$ cat config.mk
export PLATFORM = sky130hd
export DESIGN_NAME = issue_scoreboard
export DESIGN_NICKNAME = d
export VERILOG_FILES = /design/src/rtl/issue_scoreboard.sv
export SDC_FILE = /design/constraint.sdc
export NUM_CORES = 1
export LEC_CHECK = 0
export BUFFER_PORTS_ARGS = -buffer_cell sky130_fd_sc_hd__buf_4
export CORE_MARGIN = 3
export CORE_UTILIZATION = 60
export DETAILED_ROUTE_END_ITERATION = 10
export HOLD_SLACK_MARGIN = 0.12
export PLACE_DENSITY = 0.8
export SYNTH_ARGS = -nofsm -noshare
export SYNTH_HDL_FRONTEND = slang
export SYNTH_SLANG_ARGS = --single-unit
$ cat constraint.sdc
create_clock -name clk -period 9.7 [get_ports clk]
set_input_delay 0 -clock clk [delete_from_list [all_inputs] [get_ports clk]]
set_output_delay 0 -clock clk [all_outputs]
set_load 0.05 [all_outputs]
$ cat src/rtl/issue_scoreboard.sv
// issue_scoreboard
//   Sits between decode and execute. A per-register counter tracks
//   outstanding writes. A decoded instruction is held back while any of
//   these is true:
//     - a source it reads has a pending write
//     - its destination counter is saturated
//     - the total number of in-flight writes is at its cap
//   Decode valid/ready pass through to execute combinationally, gated by
//   that hazard.
//
// Ports
//   clk, rst_n                  clock, async active-low reset
//   d_valid_i / d_ready_o       decode handshake
//   e_valid_o / E_ready_i       execute handshake
//   rs1_i, rs2_i, rd_i          operand / destination indices
//   use_rs1_i, use_rs2_i        instruction reads rs1 / rs2
//   wenReg_i                    instruction writes rd
//   wb_valid_i, wb_rd_i         writeback retiring one pending write
//   flush_i                     drop all pending state
//   busy_o                      any write pending
//   inflight_o                  total pending writes
//   stall_cnt_o                 cycles a valid instruction was held back
//   wb_err_o                    sticky: writeback with nothing pending
module issue_scoreboard #(
  parameter int unsigned CNT_W        = 2,
  parameter int unsigned MAX_INFLIGHT = 4,
  parameter int unsigned WB_BYPASS    = 1,
  parameter int unsigned REG_N        = 32
) (
  input  logic                              clk,
  input  logic                              rst_n,
  input  logic                              d_valid_i,
  output logic                              d_ready_o,
  output logic                              e_valid_o,
  input  logic                              E_ready_i,
  input  logic [4:0]                        rs1_i,
  input  logic [4:0]                        rs2_i,
  input  logic [4:0]                        rd_i,
  input  logic                              use_rs1_i,
  input  logic                              use_rs2_i,
  input  logic                              wenReg_i,
  input  logic                              wb_valid_i,
  input  logic [4:0]                        wb_rd_i,
  input  logic                              flush_i,
  output logic                              busy_o,
  output logic [$clog2(MAX_INFLIGHT+1)-1:0] inflight_o,
  output logic [31:0]                       stall_cnt_o,
  output logic                              wb_err_o
);

  localparam int unsigned     INF_W   = $clog2(MAX_INFLIGHT + 1);
  localparam logic [CNT_W-1:0] CNT_MAX = '1;
  localparam logic [CNT_W-1:0] CNT_ONE = CNT_W'(1);

  logic [CNT_W-1:0] r_cnt [REG_N];
  logic [INF_W-1:0] r_inflight;
  logic [31:0]      r_stall_cnt;
  logic             r_wb_err;

  logic w_bypass;
  logic w_src1_haz;
  logic w_src2_haz;
  logic w_dst_haz;
  logic w_cap_haz;
  logic w_hazard;
  logic w_issue;
  logic w_issue_w;
  logic w_wb_dec;
  logic w_wb_bad;
  logic w_same;

  always_comb begin
    w_bypass   = (WB_BYPASS != 0) && wb_valid_i;
    // A writeback retiring the last pending write to a source releases it
    // in the same cycle.
    w_src1_haz = use_rs1_i && (rs1_i != '0) && (r_cnt[rs1_i] != '0) &&
                 !(w_bypass && (wb_rd_i == rs1_i) && (r_cnt[rs1_i] == CNT_ONE));
    w_src2_haz = use_rs2_i && (rs2_i != '0) && (r_cnt[rs2_i] != '0) &&
                 !(w_bypass && (wb_rd_i == rs2_i) && (r_cnt[rs2_i] == CNT_ONE));
    w_dst_haz  = wenReg_i && (rd_i != '0) && (r_cnt[rd_i] == CNT_MAX);
    w_cap_haz  = wenReg_i && (rd_i != '0) &&
                 (r_inflight == INF_W'(MAX_INFLIGHT)) &&
                 !(wb_valid_i && (wb_rd_i != '0));
    w_hazard   = w_src1_haz || w_src2_haz || w_dst_haz || w_cap_haz || flush_i;
    w_issue    = d_valid_i && E_ready_i && !w_hazard;
    w_issue_w  = w_issue && wenReg_i && (rd_i != '0);
    w_wb_dec   = wb_valid_i && (wb_rd_i != '0) && (r_cnt[wb_rd_i] != '0);
    w_wb_bad   = wb_valid_i && (wb_rd_i != '0) && (r_cnt[wb_rd_i] == '0);
    w_same     = w_issue_w && w_wb_dec && (wb_rd_i == rd_i);
  end

  // Handshake is held low during reset regardless of decode/execute.
  assign e_valid_o   = rst_n && d_valid_i && !w_hazard;
  assign d_ready_o   = rst_n && E_ready_i && !w_hazard;
  assign busy_o      = (r_inflight != '0);
  assign inflight_o  = r_inflight;
  assign stall_cnt_o = r_stall_cnt;
  assign wb_err_o    = r_wb_err;

  always_ff @(posedge clk or negedge rst_n) begin
    if (!rst_n) begin
      for (int unsigned i = 0; i < REG_N; i++) r_cnt[i] <= '0;
      r_inflight  <= '0;
      r_stall_cnt <= '0;
      r_wb_err    <= 1'b0;
    end else if (flush_i) begin
      // Same-cycle writeback is discarded along with everything pending.
      for (int unsigned i = 0; i < REG_N; i++) r_cnt[i] <= '0;
      r_inflight <= '0;
    end else begin
      // An issue and a writeback hitting the same register cancel out.
      if (w_issue_w && !w_same) r_cnt[rd_i]    <= r_cnt[rd_i] + CNT_ONE;
      if (w_wb_dec && !w_same)  r_cnt[wb_rd_i] <= r_cnt[wb_rd_i] - CNT_ONE;
      case ({w_issue_w, w_wb_dec})
        2'b10:   r_inflight <= r_inflight + INF_W'(1);
        2'b01:   r_inflight <= r_inflight - INF_W'(1);
        default: r_inflight <= r_inflight;
      endcase
      if (w_wb_bad)              r_wb_err    <= 1'b1;
      if (d_valid_i && w_hazard) r_stall_cnt <= r_stall_cnt + 32'd1;
    end
  end

endmodule

* After elaboration in Yosys (flattened, before gate mapping)
Index checks and enable logic that the tools add are counted.
** Storage, ports and cells
- Register bits :: 100
- Input bits :: 29
- Output and inout bits :: 39
- Logic and storage cells :: 137
** Operators by class
- Add/sub/neg operators :: 5
- $lt $le $gt $ge :: 6
- Equality and inequality tests :: 9
- Mux-type cells :: 24
- Bitwise gates (word level) :: 5
- Reductions and logical operators :: 53
** Operators by type and width (count)
- 64-bit two-way mux :: 4
- 64-bit bitwise mux :: 2
- 2-bit binary-select mux with 5-bit select :: 4
- 32-bit by 1-bit adder with 32-bit output (second input constant) :: 1
- 1-bit logical AND :: 32
- 6-bit greater-or-equal comparator (second input constant) :: 4
- 5-bit NOT with 6-bit output :: 4
- 2-bit demux with 5-bit select :: 2
- 2-bit two-way mux :: 10
- 5-bit nonzero test :: 4
- 5-bit equality test :: 3
- 6-bit by 1-bit < comparator with 1-bit output (second input constant) :: 2
- 2-bit by 1-bit equality test with 1-bit output (second input constant) :: 3
- 3-bit one-hot mux with 2 select lines :: 1
- 2-bit nonzero test :: 3
- 3-bit nonzero test :: 2
- 1-bit zero test :: 5
- 2-bit equality test (second input constant) :: 2
- 1-bit logical OR :: 4
- 2-bit AND reduction :: 2
- 3-bit by 1-bit adder with 3-bit output (second input constant) :: 1
- 3-bit equality test (second input constant) :: 1
- 3-bit two-way mux :: 1
- 3-bit by 1-bit subtractor with 3-bit output (second input constant) :: 1
- other kinds (4) :: 4

* Depth between registers and ports, before layout
Gate-level depths: netlist of run 1.
- Depth in word-level cells :: 25
- Gate-level depth with buffers :: 20
- Gate-level depth less buffers :: 15

* Worst setup path after synthesis of run 1
Ideal clock, no wire load.
- Kind :: in2reg
- Start point :: input rd_i[0]
- End point :: register r_inflight[2] (netlist: inflight_o[2])
- Library setup time :: 0.125 ns
- Arrival time :: 4.401 ns
- Required time :: 9.575 ns
- Path slack :: 5.174 ns
- Cell stages on the path :: 19
- Cells stage by stage :: buf_1 > mux4_2 > a22o_1 > a221oi_1 > and3_1 > clkbuf_1 > clkbuf_1 > inv_1 > ha_1 > a21oi_1 > nand2_1 > or3_1 > buf_2 > a211oi_1 > nor2_1 > fa_1 > and2_1 > mux2i_1 > mux2_2
** Between the ends
- Longest elaborated chain between the ends :: 16
- Elaborated cells on any way between the ends :: 22
** Ends and longest elaborated chain
- from (decl) :: line 38 : input logic [4:0] rd_i,
- 5-bit NOT with 6-bit output (implied by the code) :: line 80 : w_dst_haz = wenReg_i && (rd_i != '0) && (r_cnt[rd_i] == CNT_MAX);
- 2-bit binary-select mux with 5-bit select :: line 80
- 2-bit two-way mux (implied by the code) (2 in series) :: line 80
- 2-bit equality test :: line 80
- 1-bit logical AND :: line 80
- 1-bit logical OR (3 in series) :: line 84 : w_hazard = w_src1_haz || w_src2_haz || w_dst_haz || w_cap_haz || flush_i;
- 1-bit zero test :: line 85 : w_issue = d_valid_i && E_ready_i && !w_hazard;
- 1-bit logical AND :: line 85
- 1-bit logical AND :: line 86 : w_issue_w = w_issue && wenReg_i && (rd_i != '0);
- 1-bit logical AND * :: line 86
- 2-bit by 1-bit equality test with 1-bit output / 2-bit equality test (equally long branches) :: line 114 : case ({w_issue_w, w_wb_dec})
- 3-bit one-hot mux with 2 select lines :: line 114
- 3-bit two-way mux :: line 106 : end else if (flush_i) begin
- to (signal assigned) :: line 115 : 2'b10: r_inflight <= r_inflight + INF_W'(1);
- to (signal assigned) :: line 116 : 2'b01: r_inflight <= r_inflight - INF_W'(1);
- to (signal assigned) :: line 117 : default: r_inflight <= r_inflight;
- to (decl) :: line 56 : logic [INF_W-1:0] r_inflight;
Mark *: on every way between the ends. The rest lies on a longest branch, timed or not. The select of a mux whose other input is x is not followed.
A chain may end at the register's enable or synchronous reset.

* Final worst setup path of run 1
- Start point :: register r_cnt[0] (netlist bit)
- End point :: register r_inflight[2] (netlist: inflight_o[2])
** Between the ends
- Longest elaborated chain between the ends :: 18
- Elaborated cells on any way between the ends :: 41
** Ends and longest elaborated chain
- from (decl) :: line 55 : logic [CNT_W-1:0] r_cnt [REG_N];
- from (signal, indexed assignment) :: line 112 : if (w_issue_w && !w_same) r_cnt[rd_i] <= r_cnt[rd_i] + CNT_ONE;
- from (signal, indexed assignment) :: line 113 : if (w_wb_dec && !w_same) r_cnt[wb_rd_i] <= r_cnt[wb_rd_i] - CNT_ONE;
- 2-bit binary-select mux with 5-bit select (on tied branches)
- 2-bit two-way mux (on tied branches) (2 in series)
- 2-bit by 1-bit equality test with 1-bit output (on tied branches) :: line 77, 79
- 1-bit logical AND (on tied branches) :: line 77, 79
- 1-bit zero test (on tied branches) :: line 77, 79
- 1-bit logical AND (on tied branches) :: line 76, 78
- 1-bit logical OR (4 in series) :: line 84
- 1-bit zero test :: line 85
- 1-bit logical AND :: line 85
- 1-bit logical AND (2 in series) :: line 86
- 2-bit by 1-bit equality test with 1-bit output / 2-bit equality test (equally long branches) :: line 114
- 3-bit one-hot mux with 2 select lines :: line 114
- 3-bit two-way mux :: line 106
Several ways; a longest one is shown, not always the timed one. The select of a mux whose other input is x is not followed.

==> qor.txt, run 1 <==
=================================================================================
Run status                                                           complete, no violations
Capture instance of the worst register-to-register path              inflight_o[2]$_DFFE_PN0P_
Routability congestion estimate                                              1.01
Crit path capture type                                                       flop
Netlist Area Pre-Place                                                  8460 um^2
Largest buffer count on any clock path                                          2
Clock Sink Count                                                              100
TritonCTS clock tree                                                         done
Fin cells                                                                    1024
Setup Total Neg Slack                                                        0 ns
Number of enable-type register cells in the synthesized netlist                 0
First-pass GRT wire length                                               44900 um
Max-slew headroom at the worst pin                                          10.2%
Final setup viols                                                               0
Final count of pins violating max slew                                          0
Count of standard-cell rows                                                    42
Total number of vias                                                         8003
Number of clock buffers inserted by TritonCTS                                   9
Power density over the cells                                          116 nW/um^2
Number of top-level design ports                                               68
Seq cells post-synth                                                          100
WL per Instance                                                           28.0 um
Maximum operating frequency                                               221 MHz
Critical Path Start Type                                                     flop
Final min period                                                          4.53 ns
Measured slew at the worst slew-check pin                                 1.35 ns
Antenna violation net count after detailed routing                              0
RSZ-0062 raised after global routing                                        false
Most instantiated flip-flop cell in the synthesis netlist            sky130_fd_sc_hd__dfrtp_1
Cell types occupying the most area after synthesis                   sky130_fd_sc_hd__dfrtp_1, sky130_fd_sc_hd__mux4_2, sky130_fd_sc_hd__mux2i_1
Cell type contributing the most total cell area after synthesis      sky130_fd_sc_hd__dfrtp_1
Fraction of registers with async set or reset after synthesis                100%
Number of placed instances with taps included                                1007
Number of nets at the end of the flow                                         876
Aggregate global-route resource usage                                       36.4%
End of the worst hold path                                           r_cnt[63]$_DFF_PN0_
Required time of the critical path                                        9.95 ns
Synthesis Warnings                                                              0
Fill cells                                                                   1087
Number of instances on the worst hold path                                      2
Synth cell types                                                               58
Number of remaining DRC errors                                                  0
Dpl hpwl                                                                 19100 um
Critical Path AT                                                          4.78 ns
Clock slew seen by the registers of the worst setup and hold paths        0.08 ns
Total Die Area                                                         15600 um^2
Final Hold Fails                                                                0
Worst Setup Path Type                                                flop to flop
Remaining global-route overflow                                                 0
Clock insertion delay at the later pin of the skew report                 0.36 ns
Maximum net fanout on the critical path                                        34
Gates resized, CTS repair                                                       0
Depth of the worst register-to-register path                                   16
Syn_area_per_cell                                                       9.93 um^2
Mapped Nets                                                                   885
Largest net degree at the start of global routing                              66
Proportion of netlist area held by the largest area contributor             29.6%
Clk_skew                                                                0.0125 ns
Core Footprint                                                         13500 um^2
Instance area after placement                                           8840 um^2
Number of antenna violations at the first check in global routing               0
Clock Tree Root                                                      sky130_fd_sc_hd__clkbuf_16
Static leakage                                                         0.00335 uW
Max Cap Violations                                                              0
Origin of the worst min-delay path                                        flush_i
Antenna Cells                                                                   0
Initial DRC Count                                                            1345
Gate Count Post-Synth                                                         852
IO Port Bufs                                                                   67
Ratio of cells with drive above 1 in the final layout                       19.6%
Startpoint of the lowest-slack register-to-register path             r_cnt[0]$_DFF_PN0_
Worst IR drop on VDD                                                     0.150 mV
Design area                                                             9150 um^2
H-tree levels                                                                   3
Area overhead of the layout relative to synthesis                           8.07%
Total Wirelength                                                         28700 um
Final worst path period share                                               46.7%
R2R Setup Slk                                                             5.17 ns
Via density                                                                  7.82
Number of global-route vias before repair                                    7980
Sequential cell area fraction in the yosys report                           29.6%
Initial cell density of the core                                            62.7%
Die extent in y                                                            125 um
First-pass detailed-route iteration total                                       5
Hold crit path type                                                  primary input to flop
Floorplan die width                                                        125 um
=================================================================================
-- state kept, by name, indices dropped and copies added (netlist names) --
signal,count
wb_err_o,1
inflight_o,3
stall_cnt_o,32
r_cnt,64
-- worst max path at each step --
| stage | from | slack, ns | cells after the start | endpoint |
|---|---|---|---|---|
| 2_1_floorplan | rd_i[0] | 5.17 | 19 | inflight_o[2]$_DFFE_PN0P_ |
| 3_3_place_gp | rd_i[0] | 5.34 | 17 | inflight_o[2]$_DFFE_PN0P_ |
| 3_5_place_dp | rd_i[0] | 5.16 | 17 | inflight_o[2]$_DFFE_PN0P_ |
| 4_1_cts | r_cnt[0]$_DFF_PN0_ | 5.20 | 16 | inflight_o[2]$_DFFE_PN0P_ |
| 5_1_grt | r_cnt[0]$_DFF_PN0_ | 4.95 | 16 | inflight_o[2]$_DFFE_PN0P_ |
| 6_report | r_cnt[0]$_DFF_PN0_ | 5.17 | 16 | inflight_o[2]$_DFFE_PN0P_ |
-- layer usage --
layer | part of all wire [%] | GRT usage, % | up-vias
met1 | 37 | 47.8 | 3882
met5 | 0 | 0 | -
li1 | - | - | 3344
met4 | 5.0 | 19.3 | 0
met3 | 12 | 8.28 | 128
met2 | 46 | 56.4 | 649
-- Yosys cell counts (all sizes together) (2+ instances only) --
cell type / count
dfrtp: 100
mux2i: 93
clkbuf: 60
mux4: 55
nand4: 54
nand2: 53
buf: 36
a211oi: 33
nor2: 33
a221oi: 31
xor2: 25
nand3: 24
xnor2: 22
nor4: 20
a21oi: 19
or3: 16
and3: 15
nor3: 15
o41ai: 15
a31oi: 14
a21boi: 12
a22oi: 11
nor2b: 11
and2: 9
and4: 9
inv: 7
mux2: 6
o21ai: 6
nor3b: 5
nand2b: 4
nand3b: 4
or4: 4
a31o: 3
ha: 3
or2: 3
a22o: 2
a311o: 2
a311oi: 2
and3b: 2
o31ai: 2
or3b: 2
-- critical path, stage by stage (launching register included) --
cell                       delay [ns]
sky130_fd_sc_hd__dfrtp_1         0.41
sky130_fd_sc_hd__mux4_2          0.50
sky130_fd_sc_hd__a22o_1          0.24
sky130_fd_sc_hd__a221oi_1        0.26
sky130_fd_sc_hd__and3_1          0.23
sky130_fd_sc_hd__inv_1           0.05
sky130_fd_sc_hd__ha_1            0.18
sky130_fd_sc_hd__a21oi_1         0.11
sky130_fd_sc_hd__nand2_1         0.08
sky130_fd_sc_hd__or3_1           0.38
sky130_fd_sc_hd__buf_4           0.26
sky130_fd_sc_hd__a211oi_1        0.49
sky130_fd_sc_hd__nor2_1          0.13
sky130_fd_sc_hd__fa_1            0.42
sky130_fd_sc_hd__and2_1          0.16
sky130_fd_sc_hd__mux2i_1         0.17
sky130_fd_sc_hd__mux2_2          0.35
-- cells in the final DEF, fill, tap and decap left out, types with 11 or more instances in the layout --
cell and n:
sky130_fd_sc_hd__dfrtp_1 100, sky130_fd_sc_hd__or3_1 16, sky130_fd_sc_hd__nand3_1 24, sky130_fd_sc_hd__a21oi_1 18, sky130_fd_sc_hd__mux4_2 55, sky130_fd_sc_hd__a21boi_0 12, sky130_fd_sc_hd__xnor2_1 22, sky130_fd_sc_hd__buf_4 75
sky130_fd_sc_hd__nor3_1 14, sky130_fd_sc_hd__nor2b_1 11, sky130_fd_sc_hd__nand2_1 53, sky130_fd_sc_hd__nand4_1 54, sky130_fd_sc_hd__a221oi_1 31, sky130_fd_sc_hd__xor2_1 25, sky130_fd_sc_hd__o41ai_1 15, sky130_fd_sc_hd__a31oi_1 14
sky130_fd_sc_hd__nor2_1 33, sky130_fd_sc_hd__nor4_1 19, sky130_fd_sc_hd__a211oi_1 33, sky130_fd_sc_hd__mux2i_1 93, sky130_fd_sc_hd__and3_1 15
-- stage by stage --
step | total power [uW] | utilization (%) | setup slack [ns] | hold WS (ns)
floorplan | 610 | - | 5.17 | -0.296
global placement | 680 | 65.4 | 5.34 | -0.0180
detailed placement | 686 | 65.4 | 5.16 | -0.0137
CTS | 1060 | 67.7 | 5.20 | 0.148
global route | 1090 | 67.7 | 4.95 | 0.197
finish | 1060 | 67.7 | 5.17 | 0.168
-- cell families after synthesis --
kind of cell    Yosys count  share of synthesized area (%)
compound gates          159                           14.3
xor+xnor                 47                           4.86
fa+ha+maj                 4                          0.680
buf+inv                 103                           5.28
flops                   100                           29.6
mux                     154                           26.4
simple gates            285                           18.8
-- report_power, final --
group          internal, uW  switching, uW
clock                   203            178
sequential              430           15.5
combinational          67.7            170
-- what timing repair did --
item	CTS	global route
hold endpoints to repair	35	0
hold buffers	1	0
buffers inserted	0	0
-- cell type report --
class | count | area, um^2 | area share, %
Clock buffer | 10 | 229 | 2.50
Clock inverter | 6 | 71.3 | 0.780
Inverter | 7 | 26.3 | 0.287
Multi-Input combinational cell | 649 | 5520 | 60.4
Sequential cell | 100 | 2500 | 27.4
Tap cell | 176 | 220 | 2.41
Timing Repair Buffer | 76 | 573 | 6.27
Power figures use the tool's default switching activity.
==> run 2: changes to the inputs <==
==> constraint.sdc (replaced) <==
create_clock -name clk -period 4.65 [get_ports clk]
set_input_delay 0 -clock clk [delete_from_list [all_inputs] [get_ports clk]]
set_output_delay 0 -clock clk [all_outputs]
set_load 0.05 [all_outputs]
==> qor.txt, run 2 (synthesis results as in run 1) <==
=====================================================================================
Remaining global-route overflow                                                     0   unchanged
Sum of internal, switching and leakage power                                  2210 uW   +110%
Ratio of cells with drive above 1 in the final layout                           20.4%   +0.82 points
Final count of pins violating max slew                                              0   unchanged
Maximum operating frequency                                                   233 MHz   +5.4%
Setup Total Neg Slack                                                            0 ns   unchanged
Tightest hold margin                                                         0.145 ns   -0.0222 ns
Final min period                                                              4.30 ns   -0.230 ns
Number of flip-flops in the largest register                                       64   unchanged
Power density over the cells                                              240 nW/um^2   +110%
Instance area after placement                                               8900 um^2   +0.68%
Largest buffer count on any clock path                                              2   unchanged
Max-slew headroom at the worst pin                                              22.6%   +12 points
Area taken by flip-flops and latches                                        2500 um^2   unchanged
Dpl hpwl                                                                     18500 um   -3.3%
WL per Instance                                                               27.2 um   -2.8%
Clock insertion delay at the later pin of the skew report                     0.38 ns   +0.02 ns
Fill cells                                                                       1044   -4.0%
Number of global-route vias before repair                                        7827   -1.9%
Number of clock buffers inserted by TritonCTS                                       9   unchanged
Most frequent standard cell in the layout excluding fill and tap cells   sky130_fd_sc_hd__dfrtp_1
Static leakage                                                             0.00340 uW   +1.6%
Initial DRC Count                                                                1477   +9.8%
H-tree levels                                                                       3   unchanged
Multi-input gate area                                                       5520 um^2   unchanged
Via density                                                                      7.78   -0.47%
Largest net degree at the start of global routing                                  72   +9.1%
Antenna Cells                                                                       0   unchanged
Worst Setup Path Type                                                    flop to flop
Die extent in y                                                                125 um   unchanged
Post-CTS Setup Bufs                                                                 0   unchanged
Startpoint of the lowest-slack register-to-register path                 r_cnt[4]$_DFF_PN0_
TritonCTS clock tree                                                             done
Clk_skew                                                                    0.0131 ns   +0.000606 ns
Hold crit path type                                                      primary input to flop
Total number of vias                                                             8043   +0.50%
Area overhead of the layout relative to synthesis                               9.12%
Aggregate global-route resource usage                                           35.8%   -0.65 points
Capture instance of the worst register-to-register path                  inflight_o[2]$_DFFE_PN0P_
Worst IR drop on VDD                                                         0.368 mV   +150%
Run status                                                               complete, no violations
Number of top-level design ports                                                   68   unchanged
Critical Path AT                                                              4.55 ns   -0.23 ns
Total Wirelength                                                             28100 um   -1.9%
Critical Path Start Type                                                         flop
End of the worst hold path                                               r_cnt[62]$_DFF_PN0_
Initial cell density of the core                                                62.7%   unchanged
Measured slew at the worst slew-check pin                                     1.16 ns   -0.190 ns
Clock Sink Count                                                                  100   unchanged
Required time of the critical path                                            4.90 ns   -5.05 ns
Number of instances on the worst hold path                                          2   unchanged
Antenna violation net count after detailed routing                                  0   unchanged
Final worst path period share                                                   92.4%   +46 points
Final Hold Fails                                                                    0   unchanged
Origin of the worst min-delay path                                            flush_i
Final setup viols                                                                   0   unchanged
Floorplan die width                                                            125 um   unchanged
Number of antenna violations at the first check in global routing                   0   unchanged
Depth of the worst register-to-register path                                       15   -1
First-pass GRT wire length                                                   44000 um   -2.0%
Register with the highest flop count                                            r_cnt
Clock slew seen by the registers of the worst setup and hold paths            0.07 ns   about the same
Top library cells by usage in the layout, fill and taps aside            sky130_fd_sc_hd__dfrtp_1, sky130_fd_sc_hd__mux2i_1, sky130_fd_sc_hd__buf_4
Routability congestion estimate                                                  1.06   +5.1%
Core Footprint                                                             13500 um^2   unchanged
Fin cells                                                                        1034   +0.98%
Number of nets at the end of the flow                                             886   +1.1%
R2R Setup Slk                                                                 0.35 ns   -4.82 ns
Clock Tree Root                                                          sky130_fd_sc_hd__clkbuf_16
Total Die Area                                                             15600 um^2   unchanged
First-pass detailed-route iteration total                                           7   +2
Number of placed instances with taps included                                    1015   +0.79%
Count of standard-cell rows                                                        42   unchanged
Number of remaining DRC errors                                                      0   unchanged
IO Port Bufs                                                                       67   unchanged
Crit path capture type                                                           flop
Design area                                                                 9240 um^2   +0.97%
Max Cap Violations                                                                  0   unchanged
Maximum net fanout on the critical path                                             5   -85%
RSZ-0062 raised after global routing                                            false
=====================================================================================
run 2: cell count changes in the layout (fill, tap and decap cells not counted), sizes merged:
cell / previous run / this run
inv: 9 / 11
bufinv: 1 / 0
clkinv: 2 / 3
dlygate4sd3: 1 / 3
buf: 75 / 83
clkinvlp: 1 / 0
clkbuf: 10 / 9
run 2: critical path, stage by stage (launching register included):
cell,delay [ns]
sky130_fd_sc_hd__dfrtp_1,0.43
sky130_fd_sc_hd__mux4_2,0.51
sky130_fd_sc_hd__a22o_1,0.24
sky130_fd_sc_hd__a221oi_1,0.26
sky130_fd_sc_hd__and3_1,0.23
sky130_fd_sc_hd__inv_1,0.05
sky130_fd_sc_hd__ha_1,0.19
sky130_fd_sc_hd__a21oi_1,0.12
sky130_fd_sc_hd__nand2_1,0.08
sky130_fd_sc_hd__or3_1,0.40
sky130_fd_sc_hd__a211oi_1,0.48
sky130_fd_sc_hd__nor2_1,0.13
sky130_fd_sc_hd__fa_1,0.40
sky130_fd_sc_hd__and2_1,0.15
sky130_fd_sc_hd__mux2i_1,0.15
sky130_fd_sc_hd__mux2_2,0.35
run 2: power breakdown:
part,total [uW],leakage (uW),internal [uW],switching (uW)
registers,929,0.00137,896,33.2
logic,497,0.00188,145,352
clock network,789,0.000151,387,402
total,2210,0.00340,1430,787
run 2: metal layers:
layer  part of all wire [%]  GRT usage [%]
met1                     37           44.9
met2                     44           55.0
met3                     12           10.7
met4                    6.7           20.7
met5                      0              0
run 2: stage by stage:
step	util [%]	setup WS, ns
after floorplan	-	0.124
after global placement	65.9	0.524
after detailed placement	65.9	0.355
after CTS	68.4	0.379
after global routing	68.4	0.161
final	68.4	0.355
run 2: repair_timing:
item / CTS / global route
gates resized for setup: 0 / 0
endpoints found under the setup margin: 0 / 0
hold buffers: 3 / 0
hold endpoints to repair: 29 / 0
run 2: cell type report:
type | count | share of cell area, %
flip-flops and latches | 100 | 27.1
repair buffers | 86 | 7.07
clock inverters | 7 | 0.908
multi-input cells | 649 | 59.8
inverters | 7 | 0.285
clock buffers | 9 | 2.44
well taps | 176 | 2.38
run 2: worst max path at each step:
| stage | slack, ns | endpoint | cells after the start | startpoint |
|---|---|---|---|---|
| finish | 0.35 | inflight_o[2]$_DFFE_PN0P_ | 15 | r_cnt[4]$_DFF_PN0_ |
| global route | 0.16 | inflight_o[2]$_DFFE_PN0P_ | 15 | r_cnt[2]$_DFF_PN0_ |
| CTS | 0.38 | inflight_o[2]$_DFFE_PN0P_ | 15 | r_cnt[0]$_DFF_PN0_ |
| detailed placement | 0.36 | inflight_o[2]$_DFFE_PN0P_ | 16 | rd_i[0] |
| global placement | 0.52 | inflight_o[2]$_DFFE_PN0P_ | 16 | rd_i[0] |
| floorplan | 0.12 | inflight_o[2]$_DFFE_PN0P_ | 19 | rd_i[0] |
